[config.mk]
export PLATFORM = sky130hd
export DESIGN_NAME = sobel_line_buffer_flat
export DESIGN_NICKNAME = d
export VERILOG_FILES = /design/src/rtl/sobel_pkg.sv /design/src/rtl/sobel_if.sv /design/src/rtl/sobel_line_buffer_line_ram.sv /design/src/rtl/sobel_line_buffer.sv /design/src/flat_wrapper.sv
export SDC_FILE = /design/constraint.sdc
export NUM_CORES = 1
export LEC_CHECK = 0
export BUFFER_PORTS_ARGS = -buffer_cell sky130_fd_sc_hd__buf_2
export CORE_ASPECT_RATIO = 0.8
export CORE_MARGIN = 2
export CORE_UTILIZATION = 61
export CTS_CLUSTER_SIZE = 24
export DETAILED_ROUTE_END_ITERATION = 7
export PLACE_DENSITY = 0.79
export SKIP_CTS_REPAIR_TIMING = 1
export SYNTH_ARGS = -nofsm -noshare
export SYNTH_HDL_FRONTEND = slang
export SYNTH_SLANG_ARGS = --single-unit
[constraint.sdc]
create_clock -name clk -period 3.3 [get_ports clk]
set_clock_uncertainty 0.2 [all_clocks]
set_input_delay 0.165 -clock clk [delete_from_list [all_inputs] [get_ports clk]]
set_output_delay 0.165 -clock clk [all_outputs]
set_load 0.01 [all_outputs]
[src/rtl/sobel_pkg.sv]
// sobel_pkg: shared defaults, coordinate width and FSM encoding for the Sobel line buffer
package sobel_pkg;
  localparam int DEF_PIX_W = 8;
  localparam int DEF_IMG_WIDTH = 16;
  localparam int DEF_IMG_HEIGHT = 16;
  localparam int COORD_W = 8;
  localparam logic [1:0] S_IDLE = 2'd0;
  localparam logic [1:0] S_FILL = 2'd1;
  localparam logic [1:0] S_STREAM = 2'd2;
  localparam logic [1:0] S_DONE = 2'd3;
endpackage

[src/rtl/sobel_if.sv]
// sobel_if: pixel stream in, 3-pixel column stream out
interface sobel_if
  import sobel_pkg::*;
#(
  parameter int PIX_W = DEF_PIX_W
) ();
  logic [PIX_W-1:0] pix_in;
  logic pix_valid;
  logic sof;
  logic [PIX_W-1:0] pixel_out1;
  logic [PIX_W-1:0] pixel_out2;
  logic [PIX_W-1:0] pixel_out3;
  logic start;
  logic [COORD_W-1:0] col_x;
  logic [COORD_W-1:0] row_y;
  logic frame_done;
  modport master (
    output pix_in, pix_valid, sof,
    input pixel_out1, pixel_out2, pixel_out3, start, col_x, row_y, frame_done
  );
  modport slave (
    input pix_in, pix_valid, sof,
    output pixel_out1, pixel_out2, pixel_out3, start, col_x, row_y, frame_done
  );
endinterface

[src/rtl/sobel_line_buffer_line_ram.sv]
// line_ram: one image line, combinational read and synchronous write at the same address
module line_ram #(
  parameter int DEPTH = 16,
  parameter int W = 8,
  parameter int AW = $clog2(DEPTH)
) (
  input  logic clk,
  input  logic i_we,
  input  logic [AW-1:0] i_addr,
  input  logic [W-1:0] i_wdata,
  output logic [W-1:0] o_rdata
);
  logic [W-1:0] r_mem [DEPTH];
  assign o_rdata = r_mem[i_addr];
  always_ff @(posedge clk)
    if (i_we) r_mem[i_addr] <= i_wdata;
endmodule

[src/rtl/sobel_line_buffer.sv]
// sobel_line_buffer: buffers two image lines and emits one vertical 3-pixel column per accepted pixel
module sobel_line_buffer
  import sobel_pkg::*;
#(
  parameter int IMG_WIDTH = DEF_IMG_WIDTH,
  parameter int IMG_HEIGHT = DEF_IMG_HEIGHT,
  parameter int PIX_W = DEF_PIX_W
) (
  input logic clk,
  input logic rst,
  sobel_if.slave bus
);
  localparam int AW = (IMG_WIDTH > 1) ? $clog2(IMG_WIDTH) : 1;
  localparam logic [COORD_W-1:0] X_LAST = COORD_W'(IMG_WIDTH - 1);
  localparam logic [COORD_W-1:0] Y_LAST = COORD_W'(IMG_HEIGHT - 1);
  logic [1:0] r_state, w_next;
  logic [COORD_W-1:0] r_x, r_y, w_cx, w_cy, w_nx, w_ny, r_cx, r_ry;
  logic [PIX_W-1:0] w_rd_a, w_rd_b, r_p1, r_p2, r_p3;
  logic w_acc, w_emit, w_last_x, w_fill_end, w_frame_end, r_start, r_done;
  // a pixel carrying sof always restarts the frame at (0,0)
  always_comb begin
    w_acc = bus.pix_valid && ((r_state == S_IDLE) ? bus.sof : (r_state != S_DONE));
    w_cx = bus.sof ? '0 : r_x;
    w_cy = bus.sof ? '0 : r_y;
    w_emit = w_acc && (r_state == S_STREAM) && !bus.sof;
    w_last_x = (w_cx == X_LAST);
    w_nx = w_last_x ? '0 : w_cx + 1'b1;
    w_ny = w_last_x ? w_cy + 1'b1 : w_cy;
    w_fill_end = (r_state == S_FILL) && !bus.sof && w_last_x && (w_cy == COORD_W'(1));
    w_frame_end = w_emit && w_last_x && (w_cy == Y_LAST);
    w_next = (r_state == S_DONE) ? S_IDLE :
             !w_acc ? r_state :
             bus.sof ? S_FILL :
             w_fill_end ? S_STREAM :
             w_frame_end ? S_DONE : r_state;
  end
  line_ram #(.DEPTH(IMG_WIDTH), .W(PIX_W), .AW(AW)) u_line_a (
    .clk(clk), .i_we(w_acc), .i_addr(w_cx[AW-1:0]), .i_wdata(bus.pix_in), .o_rdata(w_rd_a)
  );
  line_ram #(.DEPTH(IMG_WIDTH), .W(PIX_W), .AW(AW)) u_line_b (
    .clk(clk), .i_we(w_acc), .i_addr(w_cx[AW-1:0]), .i_wdata(w_rd_a), .o_rdata(w_rd_b)
  );
  always_ff @(posedge clk)
    if (rst) begin
      r_state <= S_IDLE;
      r_x <= '0;
      r_y <= '0;
      r_p1 <= '0;
      r_p2 <= '0;
      r_p3 <= '0;
      r_cx <= '0;
      r_ry <= '0;
      r_start <= 1'b0;
      r_done <= 1'b0;
    end else begin
      r_state <= w_next;
      r_start <= w_emit;
      r_done <= w_frame_end;
      if (w_acc) begin
        r_x <= w_nx;
        r_y <= w_ny;
      end else if (r_state == S_DONE) begin
        r_x <= '0;
        r_y <= '0;
      end
      if (w_emit) begin
        r_p1 <= w_rd_b;
        r_p2 <= w_rd_a;
        r_p3 <= bus.pix_in;
        r_cx <= w_cx;
        r_ry <= w_cy;
      end
    end
  assign bus.pixel_out1 = r_p1;
  assign bus.pixel_out2 = r_p2;
  assign bus.pixel_out3 = r_p3;
  assign bus.col_x = r_cx;
  assign bus.row_y = r_ry;
  assign bus.start = r_start;
  assign bus.frame_done = r_done;
endmodule

[src/flat_wrapper.sv]
// flat-port wrapper written by rule: the top's interface ports become plain ports
module sobel_line_buffer_flat import sobel_pkg::*;
#(
  parameter int IMG_WIDTH = DEF_IMG_WIDTH,
  parameter int IMG_HEIGHT = DEF_IMG_HEIGHT,
  parameter int PIX_W = DEF_PIX_W
)
  (clk, rst, bus_pix_in, bus_pix_valid, bus_sof, bus_pixel_out1, bus_pixel_out2, bus_pixel_out3, bus_start, bus_col_x, bus_row_y, bus_frame_done);
  sobel_if #(.PIX_W(PIX_W)) bus_i ();
  input logic clk;
  input logic rst;
  input wire logic [$bits(bus_i.pix_in)-1:0] bus_pix_in;
  input wire logic [$bits(bus_i.pix_valid)-1:0] bus_pix_valid;
  input wire logic [$bits(bus_i.sof)-1:0] bus_sof;
  output wire logic [$bits(bus_i.pixel_out1)-1:0] bus_pixel_out1;
  output wire logic [$bits(bus_i.pixel_out2)-1:0] bus_pixel_out2;
  output wire logic [$bits(bus_i.pixel_out3)-1:0] bus_pixel_out3;
  output wire logic [$bits(bus_i.start)-1:0] bus_start;
  output wire logic [$bits(bus_i.col_x)-1:0] bus_col_x;
  output wire logic [$bits(bus_i.row_y)-1:0] bus_row_y;
  output wire logic [$bits(bus_i.frame_done)-1:0] bus_frame_done;
  assign bus_i.pix_in = bus_pix_in;
  assign bus_i.pix_valid = bus_pix_valid;
  assign bus_i.sof = bus_sof;
  assign bus_pixel_out1 = bus_i.pixel_out1;
  assign bus_pixel_out2 = bus_i.pixel_out2;
  assign bus_pixel_out3 = bus_i.pixel_out3;
  assign bus_start = bus_i.start;
  assign bus_col_x = bus_i.col_x;
  assign bus_row_y = bus_i.row_y;
  assign bus_frame_done = bus_i.frame_done;
  sobel_line_buffer #(.IMG_WIDTH(IMG_WIDTH), .IMG_HEIGHT(IMG_HEIGHT), .PIX_W(PIX_W)) u_core (.clk(clk), .rst(rst), .bus(bus_i));
endmodule
==> flow_metrics.env, run 1 <==
export IMPL_status="finished, final reports clean"
export IMPL_reg_top3="u_core.u_line_a.r_mem (128), u_core.u_line_b.r_mem (128)"
export IMPL_synthTopCellsByArea="edfxtp_1 (59%), dfxtp_1 (9.3%), mux2i_1 (6.1%)"
export IMPL_dp_final_hpwl_um=19600
export IMPL_grt_pass1_vias=7997
export IMPL_synth_distinct_cells=72
export IMPL_cts_clk_slew_worst_paths_ps=60
export IMPL_p_leak_nw=5.11
export IMPL_die_area_um2=22500
export IMPL_crit_required_ps=3350
export IMPL_syn_to_final_growth_pct=13.3
export IMPL_fin_crit_ps=2970
export IMPL_routed_wl_um=31300
export IMPL_yosysTopAreaCell="edfxtp_1"
export IMPL_hold_viol=0
export IMPL_max_cap_violations=0
export IMPL_ys_seq_area_frac=0.685
export IMPL_maxSlewHeadroom=0.509
export IMPL_die_height_um=134
export IMPL_nets=1016
export IMPL_worstSetupEndpointType="register"
export IMPL_grt_pass1_wl_um=47400
export IMPL_synth_seq_cells=316
export IMPL_setup_viol=0
export IMPL_path_max_fanout=17
export IMPL_insertedDiodeCount=0
export IMPL_cts_tree="done"
export IMPL_crit_chain="nand4b_1, o22a_1, o221ai_1, or3_1"
export IMPL_postSynthAreaPerCell_um2=14.2
export IMPL_maxClockFrequency_ghz=0.337
export IMPL_tightest_slew_ps=736
export IMPL_synthFlopType="edfxtp_1"
export IMPL_drc_errors=0
export IMPL_antenna_found_initial=0
export IMPL_rrSetupSlack_ps=330
export IMPL_drive_above_1_share=0.177
export IMPL_grt_usage=0.280
export IMPL_syn_area_um2=13000
export IMPL_path_class="register to register"
export IMPL_cpLargestDelayFamily="simple AND/OR/NAND/NOR gates"
export IMPL_tns_ps=0
export IMPL_synth_top_area_frac=0.593
export IMPL_core_area_um2=20800
export IMPL_initial_core_util=0.625
export IMPL_crit_arrival_ps=3020
export IMPL_power_density_nw_per_um2=550
export IMPL_maxSlewViolCount=0
export IMPL_clock_latency_ps=560
export IMPL_mostFrequentLayoutCell="edfxtp_1"
export IMPL_cts_root_buf="clkbuf_16"
export IMPL_die_w_um=167
export IMPL_synth_nets=933
export IMPL_max_stage_delay_ps=750
export IMPL_rows=47
export IMPL_portBuffers=53
export IMPL_cts_buffer_depth=3
export IMPL_overflow=0
export IMPL_routed_via_count=8468
export IMPL_cts_made_buffers=30
export IMPL_synth_edff_count=256
export IMPL_clkSinkCount=316
export IMPL_first_iter_violations=1335
export IMPL_critPathBufInv=0
export IMPL_crit_slowest_cell="dfxtp_1"
export IMPL_grt_max_degree=58
export IMPL_routed_via_density=6.56
export IMPL_synth_warnings=0
export IMPL_rsz0062_at_grt="false"
export IMPL_final_cell_mix="edfxtp_1 (256), nand2_1 (91), mux2i_1 (79)"
export IMPL_pin_count=54
export IMPL_ir_drop_uv=537
export IMPL_gp_congestion=0.867
export IMPL_h_tree_depth=1
export IMPL_worst_setup_path_start_kind="register"
export IMPL_route_detailed_wl_per_inst_um=24.3
export IMPL_detail_route_antenna_nets=0
export IMPL_synthArstFlopShare=0
export IMPL_worstHoldPathType="register to register"
export IMPL_hold_slack_ps=253
export IMPL_dr_pass1_iters=5
export IMPL_synth_cells=915
export IMPL_period_share=0.900
==> worst register-to-register path: cells and delay by family, from the launching register on <==
kind / cells / cell delay, ps
flip-flops: 1 / 750
AO/OA/AOI/OAI: 2 / 490
AND/OR/NAND/NOR: 2 / 1240
==> logic make-up (layout without fill, tap and decap cells) <==
group                    after synthesis  count (layout)  synth area share
AND/OR/NAND/NOR                      231             231            0.0895
AO/OA/AOI/OAI                        197             197             0.112
XOR/XNOR                               2               2           0.00135
multiplexers                          92              92            0.0731
adder cells (fa/ha/maj)                6               6           0.00579
buffers and inverters                 71             178            0.0328
flip-flops                           316             316             0.685
==> per-stage QoR <==
step                      std cells  power, W  setup slack, ps  area [µm²]   util
after floorplan                 915   0.00472              322       13000      -
after global placement         1224   0.00481              494       13600  0.656
after detailed placement       1224   0.00482              421       13600  0.656
after CTS                      1280   0.00809              398       14600  0.702
after global routing           1291   0.00828              246       14700  0.708
final                          1291   0.00809              331       14700  0.708
==> final cells by class <==
| class | count | area [µm²] |
|---|---|---|
| timing repair buffer | 115 | 808 |
| clock inverter | 14 | 125 |
| sequential | 316 | 8890 |
| fill | 1347 | 6070 |
| inverter | 7 | 26.3 |
| clock buffer | 42 | 836 |
| tap | 269 | 337 |
| multi-input combinational | 528 | 3660 |
==> path summary, 6_finish.rpt <==
| kind | startpoint | endpoint | cells past startpoint |
|---|---|---|---|
| setup / recovery | u_core.r_x[3] | u_core.u_line_b.r_mem[0][2] | 4 |
| hold / removal | u_core.bus.pixel_out3[0] | u_core.bus.pixel_out3[0] | 2 |
| hold reg to reg | u_core.bus.pixel_out3[0] | u_core.bus.pixel_out3[0] | 2 |
| setup reg to reg | u_core.r_x[3] | u_core.u_line_b.r_mem[0][2] | 4 |
==> power by group <==
group	switching [W]	total (W)	internal (W)
Sequential	0.0000115	0.00435	0.00434
Clock	0.00141	0.00333	0.00192
Combinational	0.000265	0.000401	0.000136
==> metal layers <==
metal | GRT usage | part of all wire | vias up
li1 | - | - | 3716
met1 | 0.422 | 0.42 | 4173
met2 | 0.430 | 0.45 | 522
met3 | 0.0440 | 0.10 | 57
met4 | 0.0766 | 0.027 | 0
met5 | 0 | 0 | -
==> cells in the mapped netlist, types with 5 or more instances <==
library cell,n
a221oi_1,12
mux2_2,6
mux2_1,6
o21ai_0,24
a311oi_1,6
nor2_1,51
and3_1,21
a211oi_1,28
o22a_1,12
buf_2,21
a221oi_2,6
nand3_1,12
o21a_1,7
nor3_1,11
buf_6,9
a32oi_1,8
o22ai_1,5
or3_1,7
mux2i_1,79
dfxtp_1,60
a21oi_1,38
clkbuf_1,24
edfxtp_1,256
o221ai_1,21
nand2_1,91
ha_1,6
a22oi_1,9
Note: power is estimated with default switching activity, not from simulation.
==> run 2, diff against run 1 <==
--- a/config.mk
+++ b/config.mk
@@ -8,10 +8,11 @@
 export BUFFER_PORTS_ARGS = -buffer_cell sky130_fd_sc_hd__buf_2
 export CORE_ASPECT_RATIO = 0.8
 export CORE_MARGIN = 2
-export CORE_UTILIZATION = 61
+export CORE_UTILIZATION = 62
+export CTS_BUF_LIST = sky130_fd_sc_hd__clkbuf_8
 export CTS_CLUSTER_SIZE = 24
 export DETAILED_ROUTE_END_ITERATION = 7
-export PLACE_DENSITY = 0.79
+export PLACE_DENSITY = 0.8
 export SKIP_CTS_REPAIR_TIMING = 1
 export SYNTH_ARGS = -nofsm -noshare
 export SYNTH_HDL_FRONTEND = slang
==> run 2 against run 1 <==
Compared with the run above: the flow now finishes with violations (negative hold slack); utilization increased by 0.53 points; sequential power about the same; first-iteration DRC count decreased by 29%; non-clock buffer count decreased by 8; routed wire length increased by 1.5%; design area decreased by 0.11%.
==> flow_metrics.env, run 2 (synthesis gave the netlist of run 1 again) <==
export IMPL_period_share=0.880
export IMPL_worstHoldPathType="input port to register"
export IMPL_placed_cell_area_um2=13600
export IMPL_design_area_um2=14700
export IMPL_cts_tree="done"
export IMPL_overflow=0
export IMPL_worst_setup_path_start_kind="register"
export IMPL_cts_made_buffers=46
export IMPL_mostFrequentLayoutCell="edfxtp_1"
export IMPL_tightest_slew_ps=688
export IMPL_detail_route_antenna_nets=0
export IMPL_syn_to_final_growth_pct=13.1
export IMPL_core_area_um2=20600
export IMPL_die_height_um=133
export IMPL_initial_core_util=0.630
export IMPL_die_w_um=166
export IMPL_rsz0062_at_grt="false"
export IMPL_clock_latency_ps=570
export IMPL_gp_congestion=0.859
export IMPL_route_detailed_wl_per_inst_um=24.2
export IMPL_h_tree_depth=2
export IMPL_seq_area_um2=8890
export IMPL_pre_cts_slack_ps=512
export IMPL_hold_viol=1
export IMPL_crit_required_ps=3550
export IMPL_cts_clk_slew_worst_paths_ps=60
export IMPL_fin_cells=1313
export IMPL_maxSlewViolCount=0
export IMPL_tns_ps=0
export IMPL_r2r_cells=5
export IMPL_grt_pass1_vias=8132
export IMPL_path_class="register to register"
export IMPL_power_density_nw_per_um2=540
export IMPL_failed_checks="negative hold slack"
export IMPL_rows=47
export IMPL_routed_wl_um=31800
export IMPL_drc_errors=0
export IMPL_clkSinkCount=316
export IMPL_maxClockFrequency_ghz=0.344
export IMPL_nets=1024
export IMPL_ir_drop_uv=374
export IMPL_numPlacedInstances=1217
export IMPL_dr_pass1_iters=6
export IMPL_antenna_found_initial=0
export IMPL_p_leak_nw=5.15
export IMPL_grt_usage=0.284
export IMPL_first_iter_violations=951
export IMPL_path_max_fanout=17
export IMPL_fillers=1340
export IMPL_fin_crit_ps=2900
export IMPL_maxSlewHeadroom=0.542
export IMPL_insertedDiodeCount=0
export IMPL_timing_final_ws_setup_ps=396
export IMPL_setup_viol=0
export IMPL_hold_slack_ps=-45.2
export IMPL_crit_arrival_ps=3160
export IMPL_drive_above_1_share=0.187
export IMPL_reg_top3="u_core.u_line_a.r_mem (128), u_core.u_line_b.r_mem (128)"
export IMPL_routed_via_density=6.48
export IMPL_portBuffers=53
export IMPL_dp_final_hpwl_um=19800
export IMPL_worstSetupEndpointType="register"
export IMPL_final_cell_mix="edfxtp_1 (256), nand2_1 (91), mux2i_1 (79)"
export IMPL_routed_via_count=8506
export IMPL_die_area_um2=22100
export IMPL_cts_root_buf="clkbuf_8"
export IMPL_status="complete, but fails checks"
export IMPL_grt_max_degree=40
export IMPL_max_cap_violations=0
export IMPL_grt_pass1_wl_um=47400
export IMPL_multi_input_area_um2=3660
export IMPL_pin_count=54
export IMPL_hold_path_depth=4
export IMPL_cts_buffer_depth=3
==> run 2: final timing paths <==
check	startpoint	endpoint	slack [ps]
setup / recovery	u_core.r_x[3]	u_core.bus.pixel_out2[1]	400
hold / removal	bus_sof	u_core.r_state[1]	-50
setup reg to reg	u_core.r_x[3]	u_core.bus.pixel_out2[1]	400
hold reg to reg	u_core.bus.pixel_out3[5]	u_core.bus.pixel_out3[5]	250
==> run 2: per-layer routing <==
metal | GRT usage | share of wire | vias up
met1 | 0.403 | 0.41 | 4186
met3 | 0.0698 | 0.10 | 67
li1 | - | - | 3752
met5 | 0 | 0 | -
met4 | 0.0928 | 0.023 | 0
met2 | 0.438 | 0.47 | 501
==> run 2: power by group <==
part	total [W]	switching (W)	leakage (nW)	internal, W
registers	0.00437	0.0000226	2.79	0.00434
clock network	0.00316	0.00149	0.529	0.00167
logic	0.000396	0.000259	1.83	0.000136
total	0.00792	0.00178	5.15	0.00615
==> run 2: area by class of cell <==
class                           instances  area share
Timing Repair Buffer                  107      0.0559
Inverter                                7     0.00179
Clock inverter                         35      0.0157
Tap cell                              269      0.0229
Clock buffer                           51      0.0478
Multi-Input combinational cell        528       0.250
Sequential cell                       316       0.606
==> run 2: critical path, stage by stage, from the launching register on <==
cell      delay (ps)
dfxtp_1          730
inv_1            320
nand2_1          490
a211oi_1         150
or3_1            630
o21a_1           280
==> run 2: per-stage QoR <==
stage / util / power (W)
2_1_floorplan: - / 0.00472
3_3_place_gp: 0.663 / 0.00481
3_5_place_dp: 0.663 / 0.00483
4_1_cts: 0.708 / 0.00792
5_1_grt: 0.713 / 0.00815
6_report: 0.713 / 0.00792
